**src/rtl/backward_if.sv**
```systemverilog
// Bundle of the error-input, per-connection output and weight-memory handshakes of
// the back-propagation stage.
//   s_*  : error sample in        (s_stb/s_dat in, s_rdy out of the stage)
//   m_*  : per-connection outputs  (m_stb/m_dat out, m_rdy in)
//   a_*  : weight address out      (a_stb/a_dat out, a_rdy in)
//   d_*  : weight data in          (d_stb/d_dat in, d_rdy out)
// The slave modport is the stage itself; master is its environment.
interface backward_if #(
    parameter int unsigned W = 16,
    parameter int unsigned N = 2
);
    localparam int unsigned AW = $clog2(N);

    logic              s_stb;
    logic [W-1:0]      s_dat;
    logic              s_rdy;
    logic [N-1:0]      m_rdy;
    logic [N-1:0]      m_stb;
    logic [N*W-1:0]    m_dat;
    logic              d_stb;
    logic [W-1:0]      d_dat;
    logic              d_rdy;
    logic              a_rdy;
    logic              a_stb;
    logic [AW-1:0]     a_dat;

    modport slave (
        input  s_stb, s_dat, m_rdy, d_stb, d_dat, a_rdy,
        output s_rdy, m_stb, m_dat, d_rdy, a_stb, a_dat
    );

    modport master (
        output s_stb, s_dat, m_rdy, d_stb, d_dat, a_rdy,
        input  s_rdy, m_stb, m_dat, d_rdy, a_stb, a_dat
    );
endinterface

```
**src/rtl/backward.sv**
```systemverilog
// Error back-propagation stage of a neuron. Takes one error sample, then for each of
// the N connections fetches its weight, forms sat((err * weight) >>> Q) and offers the
// result on that connection's output lane.
// Ports:
//   clk  : clock
//   rst  : asynchronous active-high reset
//   bus  : backward_if.slave carrying the s_*, m_*, a_* and d_* handshakes
module backward #(
    parameter int unsigned W = 16,
    parameter int unsigned N = 2,
    parameter int unsigned Q = 8
) (
    input logic        clk,
    input logic        rst,
    backward_if.slave  bus
);
    localparam int unsigned AW = $clog2(N);

    localparam logic [1:0] StIdle = 2'd0;
    localparam logic [1:0] StAddr = 2'd1;
    localparam logic [1:0] StData = 2'd2;
    localparam logic [1:0] StOut  = 2'd3;

    // Saturation bounds expressed at product width.
    localparam logic signed [2*W-1:0] ResMax = {{(W+1){1'b0}}, {(W-1){1'b1}}};
    localparam logic signed [2*W-1:0] ResMin = {{(W+1){1'b1}}, {(W-1){1'b0}}};

    logic [1:0]    state_q, state_d;
    logic [AW-1:0] idx_q, idx_d;
    logic [W-1:0]  err_q, err_d;
    logic [W-1:0]  res_q, res_d;

    logic signed [2*W-1:0] prod;
    logic signed [2*W-1:0] shifted;
    logic [W-1:0]          sat;

    // Multiply at full product width, arithmetic shift (floors toward -inf), clamp.
    always_comb begin
        prod    = $signed({{W{err_q[W-1]}}, err_q}) *
                  $signed({{W{bus.d_dat[W-1]}}, bus.d_dat});
        shifted = prod >>> Q;
        if (shifted > ResMax) begin
            sat = ResMax[W-1:0];
        end else if (shifted < ResMin) begin
            sat = ResMin[W-1:0];
        end else begin
            sat = shifted[W-1:0];
        end
    end

    always_comb begin
        state_d = state_q;
        idx_d   = idx_q;
        err_d   = err_q;
        res_d   = res_q;
        case (state_q)
            StIdle: begin
                if (bus.s_stb) begin
                    err_d   = bus.s_dat;
                    idx_d   = '0;
                    state_d = StAddr;
                end
            end
            StAddr: begin
                if (bus.a_rdy) begin
                    state_d = StData;
                end
            end
            StData: begin
                if (bus.d_stb) begin
                    res_d   = sat;
                    state_d = StOut;
                end
            end
            StOut: begin
                // Only the active lane's ready can complete the transfer.
                if (bus.m_rdy[idx_q]) begin
                    if (idx_q == AW'(N - 1)) begin
                        idx_d   = '0;
                        state_d = StIdle;
                    end else begin
                        idx_d   = idx_q + 1'b1;
                        state_d = StAddr;
                    end
                end
            end
            default: begin
                state_d = StIdle;
            end
        endcase
    end

    always_ff @(posedge clk or posedge rst) begin
        if (rst) begin
            state_q <= StIdle;
            idx_q   <= '0;
            err_q   <= '0;
            res_q   <= '0;
        end else begin
            state_q <= state_d;
            idx_q   <= idx_d;
            err_q   <= err_d;
            res_q   <= res_d;
        end
    end

    // Outputs decode state only, so no ready input reaches a ready output.
    always_comb begin
        bus.s_rdy = (state_q == StIdle) && !rst;
        bus.a_stb = (state_q == StAddr);
        bus.a_dat = idx_q;
        bus.d_rdy = (state_q == StData);
        bus.m_stb = (state_q == StOut) ? ({{(N-1){1'b0}}, 1'b1} << idx_q) : '0;
        bus.m_dat = {N{res_q}};
    end
endmodule
```
**src/flat_wrapper.sv**
```systemverilog
// flat-port wrapper written by rule: the top's interface ports become plain ports
module backward_flat 
#(
    parameter int unsigned W = 16,
    parameter int unsigned N = 2,
    parameter int unsigned Q = 8
)
  (clk, rst, bus_s_stb, bus_s_dat, bus_m_rdy, bus_d_stb, bus_d_dat, bus_a_rdy, bus_s_rdy, bus_m_stb, bus_m_dat, bus_d_rdy, bus_a_stb, bus_a_dat);
  backward_if #(.W(W), .N(N)) bus_i ();
  input logic clk;
  input logic rst;
  input wire logic [$bits(bus_i.s_stb)-1:0] bus_s_stb;
  input wire logic [$bits(bus_i.s_dat)-1:0] bus_s_dat;
  input wire logic [$bits(bus_i.m_rdy)-1:0] bus_m_rdy;
  input wire logic [$bits(bus_i.d_stb)-1:0] bus_d_stb;
  input wire logic [$bits(bus_i.d_dat)-1:0] bus_d_dat;
  input wire logic [$bits(bus_i.a_rdy)-1:0] bus_a_rdy;
  output wire logic [$bits(bus_i.s_rdy)-1:0] bus_s_rdy;
  output wire logic [$bits(bus_i.m_stb)-1:0] bus_m_stb;
  output wire logic [$bits(bus_i.m_dat)-1:0] bus_m_dat;
  output wire logic [$bits(bus_i.d_rdy)-1:0] bus_d_rdy;
  output wire logic [$bits(bus_i.a_stb)-1:0] bus_a_stb;
  output wire logic [$bits(bus_i.a_dat)-1:0] bus_a_dat;
  assign bus_i.s_stb = bus_s_stb;
  assign bus_i.s_dat = bus_s_dat;
  assign bus_i.m_rdy = bus_m_rdy;
  assign bus_i.d_stb = bus_d_stb;
  assign bus_i.d_dat = bus_d_dat;
  assign bus_i.a_rdy = bus_a_rdy;
  assign bus_s_rdy = bus_i.s_rdy;
  assign bus_m_stb = bus_i.m_stb;
  assign bus_m_dat = bus_i.m_dat;
  assign bus_d_rdy = bus_i.d_rdy;
  assign bus_a_stb = bus_i.a_stb;
  assign bus_a_dat = bus_i.a_dat;
  backward #(.W(W), .N(N), .Q(Q)) u_core (.clk(clk), .rst(rst), .bus(bus_i));
endmodule
```
**config.mk**
```make
export PLATFORM = sky130hd
export DESIGN_NAME = backward_flat
export DESIGN_NICKNAME = d
export VERILOG_FILES = /design/src/rtl/backward_if.sv /design/src/rtl/backward.sv /design/src/flat_wrapper.sv
export SDC_FILE = /design/constraint.sdc
export NUM_CORES = 1
export LEC_CHECK = 0
export CORE_ASPECT_RATIO = 1.1
export CORE_MARGIN = 10
export CORE_UTILIZATION = 55
export CTS_CLUSTER_DIAMETER = 100
export DETAILED_ROUTE_END_ITERATION = 8
export PLACE_DENSITY = 0.75
export SYNTH_ARGS = -nofsm -noshare
export SYNTH_HDL_FRONTEND = slang
export SYNTH_SLANG_ARGS = --single-unit
```
**constraint.sdc**
```tcl
create_clock -name clk -period 9.1 [get_ports clk]
set_input_delay 0.91 -clock clk [delete_from_list [all_inputs] [get_ports clk]]
set_output_delay 0.91 -clock clk [all_outputs]
set_load 0.01 [all_outputs]
```
==> results.txt, run 1 <==
----------------------------------------------------
[Synthesis]
  Number of synthesized flops with an enable pin ... 0
  Cell with the most instances after synthesis ... inv_1
  Synthesized instance count ... 1288
  Post-synthesis share of cell area spent on xor and xnor gates ... under 10%
  Area share of the largest cell type after synthesis ... between 40% and 50%
  Net count after synthesis ... 1671
  Total of flip-flops plus latches after synthesis ... 35
  Mean cell area of the mapped netlist ... between 9 and 10 µm²
  Total of warnings raised by yosys ... 0
  Primary flip-flop cell chosen by synthesis mapping ... dfrtp_1
  Fraction of the mapped netlist area in simple logic gates ... 15.6%
  Yosys top cell by area ... fa_1
  Async SR Flop Fraction ... 100%
  Post-synthesis cell type count ... 75
  Netlist area before placement ... 0.0118 mm²
  Area contributors post-synth ... fa_1, inv_1, ha_1
  Sequential share of the synthesized area ... ~7.4%
  Share of synthesized area spent on multiplexers ... between 1.5 and 2%
  Share of synthesized cell area in full adder, half adder and majority cells ... a little over half
  Main combinational cell family by area after synthesis ... adder cells
  Compound-cell area share of the yosys netlist ... under 10%
  Post-synth top cells ... inv_1, fa_1, nand2_1

[Routing]
  Number of vias in the routed layout ... 8669
  DRC errors left ... 0
  Average detailed-routed wire length per instance ... 17.4 µm
  Count of routing violations after the opening detailed-route iteration ... 407
  Total met3 wirelength after detailed routing ... 923 µm
  Total length of routed met2 wires ... approximately 16000 µm
  Vias per inst ... between 5 and 6
  Drt first pass iters ... 7
  Max Used Layer ... met4
  Met1 wire length ... around 11000 µm
  Final Routed Wirelength ... ~28000 µm
  Post-route antenna net violation count ... 0

[Timing]
  Final worst path period need ... about 8.4 ns
  Relative max-transition margin ... 37.5%
  Final setup fails ... 0
  Total count of hold-check failures in the final report ... 0
  Setup slack of the critical path after layout ... 0.745 ns
  Slew Viols, Final ... 0
  Slew of the pin with the lowest slew margin ... between 0.9 and 1 ns
  Worst setup skew after layout ... 0.0168 ns
  Maximum clock frequency ... ~0.12 GHz
  Fraction of the cycle the final worst path needs ... about nine tenths
  Post-route setup TNS ... 0 ns
  RSZ-0062 raised after global routing ... no

[Clock tree]
  Worst skew pair latency ... 0.31 ns
  Number of CTS-inserted buffers ... 5
  Number of H-tree branching levels ... 2
  Number of gates given a new drive strength after cts ... 0
  Number of clock sinks ... 35
  Quantity of hold-fixing buffers added after cts ... 0
  CTS tree ... built
  Clock Tree Root ... clkbuf_16
  CTS clk-pin slew, worst paths ... 0.07 ns
  Buffer count from post-CTS setup fixing ... 0
  Max Root-Sink Buffers ... 2

[Global route]
  Total gr overflow ... 0
  Global Route Usage Sum ... approximately a fifth
  Vias in the first global route ... 9766
  Initial antenna violation count ... 0
  Maximum number of pins on one net before global-route repair ... 36
  Wire length of the first global-routing pass ... between 40000 and 50000 µm

[Worst setup path]
  Beginning of the worst register-to-register path ... u_core.err_q[15]
  Highest net fanout along the worst path ... 16
  Worst reg2reg path endpoint ... u_core.res_q[8]
  Worst setup slack for register-to-register paths ... roughly 1.3 ns
  Crit path from ... bus_d_dat[4]
  Worst Setup Path Type ... input port to flop
  Crit path launch type ... input port
  Critical path's most frequent cell ... fa_1
  Last element of the critical path ... u_core.res_q[8]
  Cells traversed along the worst timing path ... clkdlybuf4s50_1 -> nand2_1 -> fa_1 -> inv_1 -> fa_1 -> inv_1 -> fa_1 -> fa_1 -> inv_1 -> fa_1 -> inv_1 -> fa_1 -> inv_1 -> ha_1 -> a21o_1 -> or3_1 -> a31oi_2 -> nand2_2 -> a211o_1 -> nor4_2 -> a41oi_2 -> o221ai_1
  Critical path capture point type ... flop
  Arrival time of data at the critical path endpoint ... between 8 and 9 ns
  Register-to-Register Path Depth ... 22
  Largest stage delay, worst path ... roughly 0.83 ns
  Max stage delay cell, worst path ... clkdlybuf4s50_1
  Required time reported for the critical path endpoint ... 9.31 ns

[Floorplanning]
  Horizontal extent of the die ... 160 µm
  Total core area ... between 0.02 and 0.025 mm²
  Boundary pin count ... between 70 and 80
  Vert. Die Dim ... roughly 170 µm
  Cell Rows ... 56
  Die Area ... 0.0278 mm²
  Initial Util ... 55.7%

[Worst hold path]
  Class of the tightest hold or removal check ... flop to flop

[Layout]
  Diode count ... 0
  Layout cell share with drive strength beyond 1 ... 4.33%
  Growth of design area from synthesis to finish ... 8.80%
  Final #Nets ... about 1700

[Run status]
  Status ... complete, no violations

[Placed design]
  GP Congestion ... about 0.9
  Pre-CTS setup slack ... 0.434 ns
  Number of buffers inserted by port buffering ... 76
  HPWL after detailed placement ... ~24000 µm

[Run]
  Number of maximum-capacitance constraint violations ... 0

----------------------------------------------------
-- worst max-delay path, delay by kind of cell --
family | cells | cell delay (ns)
adders and majority gates | 7 | 3.70
buffers and inverters | 6 | 1.15
AOI/OAI and AO/OA | 5 | 1.64
and+or+nand+nor | 4 | 1.16
-- worst min path at each step --
stage | from | to | slack (ns) | depth (start not counted)
after CTS | u_core.res_q[15] | u_core.res_q[15] | 0.52 | 2
final | u_core.res_q[15] | u_core.res_q[15] | 0.51 | 2
after global placement | u_core.res_q[15] | u_core.res_q[15] | 0.50 | 2
after detailed placement | u_core.res_q[15] | u_core.res_q[15] | 0.50 | 2
after global routing | u_core.res_q[7] | u_core.res_q[7] | 0.57 | 2
after floorplan | u_core.res_q[15] | u_core.res_q[15] | 0.53 | 2
-- metrics by stage --
stage / cell area, µm² / hold WS (ns) / instances / utilization, %
floorplan: 11800 / 0.533 / 1288 / -
global placement: 12700 / 0.504 / 1598 / 59.8
detailed placement: 12700 / 0.499 / 1598 / 59.8
CTS: 12900 / 0.517 / 1606 / 60.6
global route: 12900 / 0.569 / 1606 / 60.6
finish: 12900 / 0.514 / 1606 / 60.6
-- cell families (layout without fill, tap and decap cells) --
| family | after synthesis | after routing |
|---|---|---|
| and+or+nand+nor | 370 | 370 |
| xor gates and xnor gates | 29 | 29 |
| AOI/OAI and AO/OA | 120 | 120 |
| DFF | 35 | 35 |
| buffers and inverters | 371 | 399 |
| muxes | 19 | 19 |
| adders and majority gates | 344 | 344 |
-- cells in the final DEF (no fill, tap or decap), drive strengths merged, types with 3 or more instances in the layout --
master	count
a211o	3
a211oi	4
a21o	5
a21oi	21
a221oi	3
a22oi	5
a311oi	4
a31oi	6
and2	120
buf	11
clkbuf	5
clkdlybuf4s50	76
dfrtp	35
fa	261
ha	83
inv	304
mux2	16
mux2i	3
nand2	155
nand2b	6
nand3	6
nand4	5
nor2	40
nor2b	6
nor3	8
nor4	7
o211ai	4
o21a	5
o21ai	22
o221ai	6
o22ai	5
o31ai	3
or2	3
or3	7
xnor2	18
xor2	11
-- flip-flops by register name, indices dropped and copies added, names as in the netlist --
register / flops
u_core.res_q: 16
u_core.state_q: 2
u_core.bus.a_dat: 1
u_core.err_q: 16
-- area by class of cell --
cell class / instances / area (µm²)
Clock inverter: 3 / 43.8
Sequential cell: 35 / 876
Clock buffer: 5 / 125
Inverter: 304 / 1140
Timing Repair Buffer: 87 / 843
Multi-Input combinational cell: 882 / 9470
Fill cell: 1839 / 8360
Tap cell: 290 / 363
-- layer usage --
layer  track usage, %  vias up
met2             40.9      211
met1             23.4     4454
li1                 -     3937
met4             7.24        0
met5                0        -
met3             2.16       67
Power of run 1 is not shown: default switching activity piles up to over one toggle a cycle in this logic, so the estimate is an artifact.
==> run 2: changes to the inputs <==
--- a/config.mk
+++ b/config.mk
@@ -5,12 +5,14 @@
 export SDC_FILE = /design/constraint.sdc
 export NUM_CORES = 1
 export LEC_CHECK = 0
+export CELL_PAD_IN_SITES_DETAIL_PLACEMENT = 1
+export CELL_PAD_IN_SITES_GLOBAL_PLACEMENT = 2
 export CORE_ASPECT_RATIO = 1.1
 export CORE_MARGIN = 10
-export CORE_UTILIZATION = 55
+export CORE_UTILIZATION = 40
 export CTS_CLUSTER_DIAMETER = 100
 export DETAILED_ROUTE_END_ITERATION = 8
-export PLACE_DENSITY = 0.75
+export PLACE_DENSITY_LB_ADDON = 0.1
 export SYNTH_ARGS = -nofsm -noshare
 export SYNTH_HDL_FRONTEND = slang
 export SYNTH_SLANG_ARGS = --single-unit
==> results.txt, run 2 (synthesis results as in run 1) <==
----------------------------------------------------
[Floorplanning]
  Die Area ... 0.0368 mm² (+33%)
  Total core area ... 0.0290 mm² (+36%)
  Cell Rows ... 65 (+16%)
  Vert. Die Dim ... 200 µm (+15%)
  Boundary pin count ... 77 (unchanged)
  Horizontal extent of the die ... 184 µm (+15%)
  Initial Util ... 40.8% (-15 points)

[Clock tree]
  Number of clock sinks ... 35 (unchanged)
  Worst skew pair latency ... 0.30 ns (about the same)
  Number of CTS-inserted buffers ... 5 (unchanged)
  Number of gates given a new drive strength after cts ... 0 (unchanged)
  CTS clk-pin slew, worst paths ... 0.07 ns (about the same)
  Max Root-Sink Buffers ... 2 (unchanged)
  CTS tree ... built
  Buffer count from post-CTS setup fixing ... 0 (unchanged)
  Clock Tree Root ... clkbuf_16
  Quantity of hold-fixing buffers added after cts ... 0 (unchanged)
  Number of H-tree branching levels ... 2 (unchanged)

[Routing]
  DRC errors left ... 0 (unchanged)
  Post-route antenna net violation count ... 0 (unchanged)
  Drt first pass iters ... 4 (-3)
  Count of routing violations after the opening detailed-route iteration ... 389 (-4.4%)
  Vias per inst ... 5.07 (-6.1%)
  Number of vias in the routed layout ... 8606 (-0.73%)
  Average detailed-routed wire length per instance ... 19.6 µm (+13%)
  Final Routed Wirelength ... 33200 µm (+19%)

[Global route]
  Vias in the first global route ... 9950 (+1.9%)
  Initial antenna violation count ... 0 (unchanged)
  Total gr overflow ... 0 (unchanged)
  Wire length of the first global-routing pass ... 55400 µm (+16%)
  Global Route Usage Sum ... 18.9% (-2.2 points)
  Maximum number of pins on one net before global-route repair ... 36 (unchanged)

[Timing]
  Fraction of the cycle the final worst path needs ... 92.7% (+0.93 points)
  Post-route setup TNS ... 0 ns (unchanged)
  Final worst path period need ... 8.44 ns (+0.0848 ns)
  Slew of the pin with the lowest slew margin ... 1.03 ns (+0.0904 ns)
  Total count of hold-check failures in the final report ... 0 (unchanged)
  Relative max-transition margin ... 31.5% (-6.0 points)
  Slew Viols, Final ... 0 (unchanged)
  Final setup fails ... 0 (unchanged)
  Maximum clock frequency ... 0.118 GHz (-1.0%)
  Worst setup skew after layout ... 0.00703 ns (-0.00982 ns)
  RSZ-0062 raised after global routing ... no

[Worst setup path]
  Register-to-Register Path Depth ... 23 (+4.5%)
  Worst Setup Path Type ... input port to flop
  Worst setup slack for register-to-register paths ... 1.32 ns (about the same)
  Critical path capture point type ... flop
  Crit path launch type ... input port
  Beginning of the worst register-to-register path ... u_core.err_q[15]
  Last element of the critical path ... u_core.res_q[8]
  Highest net fanout along the worst path ... 13 (-3)
  Arrival time of data at the critical path endpoint ... 8.58 ns (about the same)
  Required time reported for the critical path endpoint ... 9.24 ns (-0.07 ns)
  Crit path from ... bus_d_dat[2]
  Worst reg2reg path endpoint ... u_core.res_q[8]

[Run status]
  Status ... complete, no violations

[Placed design]
  GP Congestion ... 0.813 (-11%)
  HPWL after detailed placement ... 28300 µm (+20%)
  Number of buffers inserted by port buffering ... 76 (unchanged)
  Dpl cell area ... 0.0129 mm² (+1.5%)
  Count of placed standard cells including taps ... 1689 (+5.7%)

[Layout]
  Layout cell share with drive strength beyond 1 ... 5.27% (+0.94 points)
  Final Util ... 45.1% (-15 points)
  Most common library cell in the layout ignoring fill and taps ... inv_1
  Final std cells w/o fill ... 1697 (+5.7%)
  Commonest non-fill, non-tap cells in the layout ... inv_1, fa_1, nand2_1, and2_1, ha_1
  Cell area after layout ... 0.0131 mm² (+1.5%)
  Final #Nets ... 1711 (+0.77%)
  Diode count ... 0 (unchanged)
  Growth of design area from synthesis to finish ... 10.5%
  Top flop regs ... u_core.err_q x16, u_core.res_q x16, u_core.state_q x2

[Worst hold path]
  Class of the tightest hold or removal check ... flop to flop

[Run]
  Number of maximum-capacitance constraint violations ... 0 (unchanged)

----------------------------------------------------
==> run 2: cell types whose count changed in the layout (fill, tap and decap cells not counted), sizes merged <==
cell    change
buf        +13
clkinv      -1
inv         +1
==> run 2: worst min path at each step <==
stage                     start                to  slack (ns)  cells past startpoint
5_1_grt         u_core.res_q[8]   u_core.res_q[8]        0.58                      2
3_3_place_gp    u_core.res_q[8]   u_core.res_q[8]        0.51                      2
3_5_place_dp    u_core.res_q[9]   u_core.res_q[9]        0.52                      2
6_report        u_core.res_q[8]   u_core.res_q[8]        0.53                      2
2_1_floorplan  u_core.res_q[15]  u_core.res_q[15]        0.53                      2
4_1_cts         u_core.res_q[8]   u_core.res_q[8]        0.54                      2
==> run 2: final cells by class <==
cell class / count / area (µm²)
multi-input cells: 882 / 9470
flip-flops and latches: 35 / 876
repair buffers: 100 / 941
inverters: 304 / 1140
clock buffers: 5 / 125
fillers: 3336 / 15900
well taps: 368 / 460
clock inverters: 3 / 47.5
==> run 2: through the flow <==
stage / worst slack (ns) / hold slack [ns]
global route: 0.212 / 0.579
detailed placement: 0.355 / 0.517
finish: 0.660 / 0.529
CTS: 0.631 / 0.540
floorplan: 1.89 / 0.533
global placement: 0.460 / 0.506
==> run 2: metal layers <==
layer  share of wire [%]  global-route usage [%]
met5                   0                       0
met4                 1.7                    3.60
met3                 2.0                    1.92
met2                  54                    34.3
met1                  42                    23.7
==> run 2: critical path, cell delays in order <==
cell and delay, ns:
clkdlybuf4s50_1 0.75, and2_1 0.23, inv_1 0.07, fa_1 0.50, inv_1 0.14, fa_1 0.86
inv_1 0.11, fa_1 0.41, fa_1 0.54, inv_1 0.05, fa_1 0.53, inv_1 0.05
fa_1 0.47, inv_1 0.04, ha_1 0.28, a21o_1 0.23, or3_1 0.47, or2_2 0.36
nor3_1 0.26, nor2_1 0.10, nand4b_1 0.11, nand3_1 0.13, a41oi_2 0.74, o221ai_1 0.22
Power of run 2 is left out for the same reason.
